===== config.mk =====
export PLATFORM = sky130hd
export DESIGN_NAME = cart_loader
export DESIGN_NICKNAME = d
export VERILOG_FILES = /design/src/rtl/mp1000_pkg.sv /design/src/rtl/cart_mirror_copy.sv /design/src/rtl/cart_loader.sv
export SDC_FILE = /design/constraint.sdc
export NUM_CORES = 1
export LEC_CHECK = 0
export CORE_ASPECT_RATIO = 0.5
export CORE_MARGIN = 2
export CORE_UTILIZATION = 53
export DETAILED_ROUTE_END_ITERATION = 10
export GPL_TIMING_DRIVEN = 0
export PLACE_DENSITY = 0.87
export SYNTH_ARGS = -nofsm -noshare
export SYNTH_HDL_FRONTEND = slang
export SYNTH_HIERARCHICAL = 1
export SYNTH_SLANG_ARGS = --single-unit

===== constraint.sdc =====
create_clock -name clk_sys -period 6.55 [get_ports clk_sys]
set_input_delay 0.9825 -clock clk_sys [delete_from_list [all_inputs] [get_ports clk_sys]]
set_output_delay 0.9825 -clock clk_sys [all_outputs]
set_load 0.01 [all_outputs]

===== src/rtl/mp1000_pkg.sv =====
// mp1000_pkg: shared types and constants for the cartridge loader.
//   cart_state_e   : loader FSM states
//   CART_MAX       : largest cartridge image in bytes
//   CART_*_DEF     : default ioctl index / memory base of a cartridge image
//   mirror_unit()  : mirror unit size for a given image size (0 = no mirror)
package mp1000_pkg;

  localparam int unsigned CART_MAX  = 8192;
  localparam int unsigned CART_AW   = 13;
  localparam int unsigned SIZE_W    = 14;
  localparam int unsigned MEM_AW    = 16;
  localparam int unsigned IOCTL_AW  = 25;
  localparam int unsigned DATA_W    = 8;
  localparam int unsigned INDEX_W   = 8;

  localparam logic [INDEX_W-1:0] CART_INDEX_DEF = 8'd1;
  localparam logic [MEM_AW-1:0]  CART_BASE_DEF  = 16'h8000;

  typedef enum logic [2:0] {
    IDLE      = 3'd0,
    LOAD      = 3'd1,
    MIRROR_RD = 3'd2,
    MIRROR_WR = 3'd3,
    DONE      = 3'd4
  } cart_state_e;

  // Small images are replicated across the full window in 2 KiB or 4 KiB units.
  function automatic logic [CART_AW-1:0] mirror_unit(input logic [SIZE_W-1:0] size);
    if (size <= 14'd2048)      return 13'd2048;
    else if (size <= 14'd4096) return 13'd4096;
    else                       return 13'd0;
  endfunction

endpackage


===== src/rtl/cart_mirror_copy.sv =====
// cart_mirror_copy: byte index and address generation for the mirror copy.
//   clk_sys, reset : clock, synchronous active-high reset
//   start_i        : load index with unit_i and latch the unit mask
//   unit_i         : mirror unit size (2048 or 4096)
//   step_i         : advance index by one byte (asserted on the write beat)
//   rd_off_o       : source offset (index folded into the unit)
//   wr_off_o       : destination offset (the index itself)
//   last_o         : index is at the final byte of the cartridge window
module cart_mirror_copy
  import mp1000_pkg::*;
(
  input  logic               clk_sys,
  input  logic               reset,
  input  logic               start_i,
  input  logic [CART_AW-1:0] unit_i,
  input  logic               step_i,
  output logic [CART_AW-1:0] rd_off_o,
  output logic [CART_AW-1:0] wr_off_o,
  output logic               last_o
);

  logic [CART_AW-1:0] i_q, i_d;
  logic [CART_AW-1:0] mask_q, mask_d;

  // Index/mask next-state.
  always_comb begin
    i_d    = i_q;
    mask_d = mask_q;
    if (start_i) begin
      i_d    = unit_i;
      mask_d = unit_i - 13'd1;
    end else if (step_i) begin
      i_d = i_q + 13'd1;
    end
  end

  // Index/mask registers.
  always_ff @(posedge clk_sys) begin
    if (reset) begin
      i_q    <= '0;
      mask_q <= '0;
    end else begin
      i_q    <= i_d;
      mask_q <= mask_d;
    end
  end

  assign rd_off_o = i_q & mask_q;
  assign wr_off_o = i_q;
  assign last_o   = (i_q == 13'(CART_MAX - 1));

endmodule


===== src/rtl/cart_loader.sv =====
// cart_loader: writes a downloaded cartridge image into memory and optionally
// mirrors small images across the 8 KiB cartridge window.
// Build option: define CART_MIRROR_EN to enable the mirror phase; without it
// a download goes straight from LOAD to DONE and mem_q is not consulted.
//   clk_sys, reset        : clock, synchronous active-high reset
//   ioctl_download/index  : download in progress / image type
//   ioctl_wr/addr/dout    : byte strobe, byte offset, byte data
//   mem_q                 : memory read data (one cycle after mem_addr)
//   mem_we/addr/din       : memory write port (combinational during LOAD)
//   cpu_hold              : CPU held in reset while busy
//   cart_loaded           : a non-empty image has been loaded
//   cart_size             : bytes received (highest offset + 1, max 8192)
//   oversize              : bytes beyond 8 KiB were dropped
module cart_loader
  import mp1000_pkg::*;
#(
  parameter logic [INDEX_W-1:0] CART_INDEX = CART_INDEX_DEF,
  parameter logic [MEM_AW-1:0]  CART_BASE  = CART_BASE_DEF
) (
  input  logic                clk_sys,
  input  logic                reset,
  input  logic                ioctl_download,
  input  logic [INDEX_W-1:0]  ioctl_index,
  input  logic                ioctl_wr,
  input  logic [IOCTL_AW-1:0] ioctl_addr,
  input  logic [DATA_W-1:0]   ioctl_dout,
  input  logic [DATA_W-1:0]   mem_q,
  output logic                mem_we,
  output logic [MEM_AW-1:0]   mem_addr,
  output logic [DATA_W-1:0]   mem_din,
  output logic                cpu_hold,
  output logic                cart_loaded,
  output logic [SIZE_W-1:0]   cart_size,
  output logic                oversize
);

  cart_state_e        state_q, state_d;
  logic [SIZE_W-1:0]  size_q, size_d;
  logic               over_q, over_d;
  logic               loaded_q, loaded_d;

  logic               mir_start, mir_step;
  logic [CART_AW-1:0] mir_unit;
  logic [CART_AW-1:0] mir_rd_off, mir_wr_off;
  logic               mir_last;

  logic               cart_hit;
  logic               in_range;
  logic [SIZE_W-1:0]  wr_end;

  assign cart_hit = ioctl_download && (ioctl_index == CART_INDEX);
  assign in_range = (ioctl_addr < 25'(CART_MAX));
  // Offset+1 of an in-range byte never exceeds 8192, so the max() saturates.
  assign wr_end   = 14'(ioctl_addr[CART_AW-1:0]) + 14'd1;

  cart_mirror_copy u_mirror (
    .clk_sys  (clk_sys),
    .reset    (reset),
    .start_i  (mir_start),
    .unit_i   (mir_unit),
    .step_i   (mir_step),
    .rd_off_o (mir_rd_off),
    .wr_off_o (mir_wr_off),
    .last_o   (mir_last)
  );

  // Next-state and memory port.
  always_comb begin
    state_d   = state_q;
    size_d    = size_q;
    over_d    = over_q;
    loaded_d  = loaded_q;
    mir_start = 1'b0;
    mir_step  = 1'b0;
    mir_unit  = '0;
    mem_we    = 1'b0;
    mem_addr  = '0;
    mem_din   = '0;

    unique case (state_q)
      IDLE: begin
        if (cart_hit) begin
          state_d  = LOAD;
          size_d   = '0;
          over_d   = 1'b0;
          loaded_d = 1'b0;
        end
      end

      LOAD: begin
        if (ioctl_wr) begin
          if (in_range) begin
            mem_we   = 1'b1;
            mem_addr = CART_BASE + 16'(ioctl_addr[CART_AW-1:0]);
            mem_din  = ioctl_dout;
            if (wr_end > size_q) size_d = wr_end;
          end else begin
            over_d = 1'b1;
          end
        end
        // Download end; a byte arriving on the same cycle still counts.
        if (!ioctl_download) begin
          state_d = DONE;
`ifdef CART_MIRROR_EN
          if (size_d != '0 && mirror_unit(size_d) != '0) begin
            state_d   = MIRROR_RD;
            mir_start = 1'b1;
            mir_unit  = mirror_unit(size_d);
          end
`endif
        end
      end

      MIRROR_RD: begin
        if (cart_hit) begin
          state_d  = LOAD;
          size_d   = '0;
          over_d   = 1'b0;
          loaded_d = 1'b0;
        end else begin
          mem_addr = CART_BASE + 16'(mir_rd_off);
          state_d  = MIRROR_WR;
        end
      end

      MIRROR_WR: begin
        if (cart_hit) begin
          state_d  = LOAD;
          size_d   = '0;
          over_d   = 1'b0;
          loaded_d = 1'b0;
        end else begin
          mem_we   = 1'b1;
          mem_addr = CART_BASE + 16'(mir_wr_off);
          mem_din  = mem_q;
          mir_step = 1'b1;
          state_d  = mir_last ? DONE : MIRROR_RD;
        end
      end

      DONE: begin
        loaded_d = (size_q != '0);
        state_d  = IDLE;
      end

      default: state_d = IDLE;
    endcase

    // Reset suppresses any write in the cycle it is asserted.
    if (reset) begin
      mem_we   = 1'b0;
      mem_addr = '0;
      mem_din  = '0;
    end
  end

  // State and status registers.
  always_ff @(posedge clk_sys) begin
    if (reset) begin
      state_q  <= IDLE;
      size_q   <= '0;
      over_q   <= 1'b0;
      loaded_q <= 1'b0;
    end else begin
      state_q  <= state_d;
      size_q   <= size_d;
      over_q   <= over_d;
      loaded_q <= loaded_d;
    end
  end

  assign cpu_hold    = (state_q != IDLE);
  assign cart_loaded = loaded_q;
  assign cart_size   = size_q;
  assign oversize    = over_q;

endmodule


Word level (Yosys, flattened, before mapping)
Cells that the tools add are included.

$add $sub $neg: 4. Order comparisons: 2. Equality and inequality tests: 13. Mux-type cells: 33. Reductions and logical operators: 11.

Operators by type and width (count): two-way mux 16 bit (5); two-way mux 14 bit (4); one-hot mux 16 bit (3 select lines) (1); adder 16 x 13 -> 16 bit, first input constant (2); two-way mux 8 bit (4); one-hot mux 14 bit (2 select lines) (1); less-than comparator 25 x 14 -> 1 bit, second input constant (1); one-hot mux 8 bit (2 select lines) (1); adder 13 x 1 -> 14 bit, second input constant (1); > comparator 14 bit (1); nonzero test 14 bit (1); adder 13 x 1 -> 13 bit, second input constant (1); == test 13 bit, second input constant (1); two-way mux 3 bit (4); inequality test 2 bit, second input constant (6); one-hot mux 3 bit (4 select lines) (1); == test 8 x 1 -> 1 bit, second input constant (1); two-way mux 1 bit (8); == test 3 x 2 -> 1 bit, second input constant (2); one-hot mux 1 bit (2 select lines) (3); AND reduction 5 bit (1); AND reduction 2 bit (2); AND reduction 4 bit (1); nonzero test 2 bit (2); 8 further kinds (8).

Register bits: 32. Input port bits: 53. Output and inout bits: 42. Logic and storage cells: 68.

Logic depth before layout (Yosys ltp)
Depth in word-level cells: 6. Mapped depth: 12. Mapped depth without buffers: 10.

Modules after synthesis
Netlist, hierarchy kept.

By module, submodules not included: cart_loader (instances 1, cells an instance 259, area an instance 1965.6 µm², sequential area each 380.4 µm²); cart_mirror_copy (instances 1, cells an instance 176, area an instance 1467.7 µm², sequential area each 520.5 µm²).

Least setup slack after synthesis
No wires, ideal clock.

Path type: in2out. Start point: input port ioctl_index[1]. End point: output port mem_addr[10]. Arrival time: 2.296 ns. Required time: 5.568 ns. Setup slack: 3.271 ns. Cell stages on the path: 7. Path buffers: 2. Cell sequence: nor4b_4 -> nand4_4 -> and3_4 -> buf_6 -> buf_6 -> a222oi_1 -> nor2_1.

Word-level cells in the longest chain between the ends: 5.

RTL lines: start, declared (RTL line cart_loader.sv:23) `input logic [INDEX_W-1:0] ioctl_index,`; == test 8 x 1 -> 1 bit (RTL line cart_loader.sv:51) `assign cart_hit = ioctl_download && (ioctl_index == CART_INDEX);`; logical AND 1 bit (RTL line cart_loader.sv:51); two-way mux 16 bit (RTL line cart_loader.sv:127) `if (cart_hit) begin`; one-hot mux 16 bit (3 select lines) (RTL line cart_loader.sv:80) `unique case (state_q)`; two-way mux 16 bit (RTL line cart_loader.sv:150) `if (reset) begin`; end, declared (RTL line cart_loader.sv:29) `output logic [MEM_AW-1:0] mem_addr,`.

Every way passes these cells.

Worst setup path in the final report
Start point: input port ioctl_addr[22]. End point: output port mem_addr[7].

Word-level cells in the longest chain between the ends: 5.

RTL lines: start, declared (RTL line cart_loader.sv:25) `input logic [IOCTL_AW-1:0] ioctl_addr,`; less-than comparator 25 x 14 -> 1 bit (RTL line cart_loader.sv:52) `assign in_range = (ioctl_addr < 25'(CART_MAX));`; two-way mux 16 bit (RTL line cart_loader.sv:92) `if (in_range) begin`; two-way mux 16 bit (RTL line cart_loader.sv:91) `if (ioctl_wr) begin`; one-hot mux 16 bit (3 select lines) (RTL line cart_loader.sv:80); two-way mux 16 bit (RTL line cart_loader.sv:150).

Every way passes these cells.

==> impl_metrics.csv <==
group,metric,value,unit
cells_and_area,fin_area,4857,µm²
synth,ys_seq_area_share,26.24,%
clock_network,cts_hold_buf,0,
drt,dr_wl_met3,904,µm
grt,grt_util_all_layers,27.90,%
min_path,hold_path.class,"reg2reg",
timing,setup_viol_count_final,0,
critical_path,setup.worst_path.start,"ioctl_addr[22]",
floorplan,die_h,60.91,µm
grt,antenna_found_initial,0,
pwr,leakage,1.767,nW
drt,drc,0,
timing,max_freq,0.2215,GHz
timing,timing.final.crit_share,68.92,%
drt,num_vias,3742,
drt,vias_per_cell,5.471,
synth,synth_adder_area_share,6.195,%
synth,synth_ff_type,"dfxtp_1",
synth,synth_edf_count,0,
clock_network,clock_path_buffers,2,
grt,grt_overflow,0,
critical_path,worstSetupPathType,"in2out",
critical_path,cp.arrival,3530,ps
synth,synth_cells,435,
timing,worstMarginPinSlew,605.2,ps
floorplan,fp.dieArea,7177,µm²
timing,finalHoldViolations,0,
grt,grt_max_degree,14,
clock_network,cts_buffers,5,
place,placed_area,4697,µm²
timing,hold_slack,481.6,ps
drt,drt_iter0_markers,315,
synth,ys_types,52,
place,dp_hpwl,7802,µm
synth,syn_avg_cell_area,7.893,µm²
critical_path,reg2reg_depth,9,
clock_network,htree_levels,2,
clock_network,clk_pin_slew,70,ps
critical_path,end_kind,"output port",
critical_path,reg2reg_slack,3950,ps
drt,drt-pass1-iter-count,5,
clock_network,cts_tree,"done",
flow_run,cap_viol_max_count,0,
grt,grt_pass1_vias,3414,
drt,wl_met1,4103,µm
synth,synth_area,3433,µm²
synth,synth_compound_area_share,16.07,%
clock_network,clk_latency,290,ps
pwr,power.density,143.0,nW/µm²
timing,maxSlewViolCount,0,
critical_path,cpPeakStageDelay,560,ps
place,globalplace.congestion,0.9016,
timing,min_period,4514,ps
synth,synth_seq_cells,45,
cells_and_area,final_nets,666,
synth,async_flop_share,0,%
place,io_buffers,92,
clock_network,clkSinkCount,45,
critical_path,endpoint,"mem_addr[7]",
clock_network,ctsResizeCount,0,
floorplan,initial_core_util,55.77,%
synth,synth_warnings,6,
cells_and_area,num_antenna_cells,0,
floorplan,die_x,117.8,µm
timing,slew_headroom,59.22,%
drt,ant_nets,0,
synth,synthMuxAreaShare,4.701,%
floorplan,row_count,20,
synth,synth_xor_area_share,6.888,%
cells_and_area,fill_cells,480,
cells_and_area,drive_above_1_share,5.537,%
drt,top_layer,"met4",
drt,wl,10050,µm
timing,rsz0062_at_grt,"no",
critical_path,slowest_stage,"clkdlybuf4s50_1",
drt,wl_per_cell,14.69,µm
critical_path,r2r_end,"u_mirror/wr_off_o[6]",
clock_network,cts.root.buffer_cell,"clkbuf_16",
critical_path,crit_required,5570,ps
grt,grt_pass1_wl,16040,µm
min_path,min_from,"u_mirror/mask_q[7]",
critical_path,critical_path.cell_chain,"clkdlybuf4s50_1 > nor4_1 > nand4_1 > nor2_1 > buf_2 > a222oi_1 > nor2_1 > clkdlybuf4s50_1",
timing,fin_skew,6.460,ps
drt,wl_met2,4870,µm
timing,fin_tns_setup,0,ps
clock_network,postCtsSetupRepairBufs,0,
floorplan,core,6156,µm²
cells_and_area,syn_to_final_growth,41.47,%
synth,synth_top_family_by_area,"simple AND/OR/NAND/NOR gates",
floorplan,boundaryPins,95,
critical_path,r2r-start,"state_q[2]",
pwr,vdd_drop_max,0.09031,mV
critical_path,critical_path.startpoint_type,"input port",
critical_path,cp_max_fo,10,
status,status,"completed",
synth,synth-simple-area-share,32.91,%
==> cells in the final DEF (no fill, tap or decap), types with 8 or more instances in the layout <==
cell / instances
a211oi_1: 16
a21oi_1: 13
a222oi_1: 13
a22oi_1: 8
and2_1: 13
clkbuf_1: 12
clkdlybuf4s50_1: 92
conb_1: 63
dfxtp_1: 45
ha_1: 17
inv_1: 23
mux2i_1: 15
nand2_1: 29
nand2b_1: 20
nand3_1: 9
nand4_1: 16
nor2_1: 61
nor3_1: 13
nor4_1: 13
o21ai_0: 8
xnor2_1: 21
==> stage by stage <==
stage                     util [%]  cells  worst slack (ps)  power, mW
after global placement       76.30    677              2149     0.4072
final                        78.90    684              2036     0.6946
after floorplan                  -    497              3271     0.3578
after detailed placement     76.30    677              2108     0.4097
after CTS                    78.90    684              2104     0.6898
after global routing         78.90    684              1940     0.7168
==> critical path, delay by kind of cell <==
family,cells,cell delay (ps)
AO/OA/AOI/OAI,1,110
AND/OR/NAND/NOR,4,1180
buffers and inverters,3,1260
==> power by group <==
part | internal [mW] | switching (mW)
clock | 0.177 | 0.107
sequential | 0.285 | 0.0133
combinational | 0.0580 | 0.0546
==> Yosys cell counts, types with 15 or more instances <==
| master | count | share of area [%] |
|---|---|---|
| nor2_1 | 61 | 6.7 |
| dfxtp_1 | 45 | 26 |
| nand2_1 | 29 | 3.2 |
| inv_1 | 23 | 2.5 |
| xnor2_1 | 21 | 5.4 |
| nand2b_1 | 20 | 3.6 |
| ha_1 | 17 | 6.2 |
| a211oi_1 | 16 | 3.5 |
| nand4_1 | 16 | 2.9 |
| mux2i_1 | 15 | 4.4 |
==> kinds of logic (layout without fill, tap and decap cells) <==
group	after synthesis	count (layout)
and+or+nand+nor	202	202
AOI/OAI and AO/OA	75	75
buffers and inverters	52	151
DFF	45	45
xor gates and xnor gates	27	27
adders and majority gates	17	17
muxes	16	16
other	1	63
==> state kept, by name (all words and copies together), names as in the netlist <==
register           cells
u_mirror/wr_off_o     13
cart_loaded            1
cart_size             14
oversize               1
state_q                3
u_mirror/mask_q       13
==> how the worst min path moves through the flow <==
| stage | slack, ps | cells after the start | end |
|---|---|---|---|
| global placement | 480 | 2 | u_mirror/mask_q[11] |
| global route | 510 | 2 | u_mirror/mask_q[7] |
| finish | 480 | 2 | u_mirror/mask_q[7] |
| detailed placement | 480 | 2 | u_mirror/mask_q[7] |
| floorplan | 450 | 2 | u_mirror/mask_q[11] |
| CTS | 490 | 2 | u_mirror/mask_q[7] |
==> layout make-up <==
type	instances	area [µm²]	share of cell area [%]
timing repair buffer	92	920.9	18.96
clock inverter	2	35.03	0.7213
clock buffer	5	125.1	2.576
tap	88	110.1	2.267
buffer	28	146.4	3.014
multi-input combinational	400	2529	52.06
sequential	45	900.9	18.55
inverter	24	90.09	1.855
==> per-layer routing <==
layer / up-vias / GRT usage (%)
met5: - / 0
met2: 172 / 53.49
li1: 1833 / -
met4: 0 / 8.262
met3: 22 / 6.579
met1: 1715 / 32.30
No activity file was read; power rests on OpenSTA's default activity.
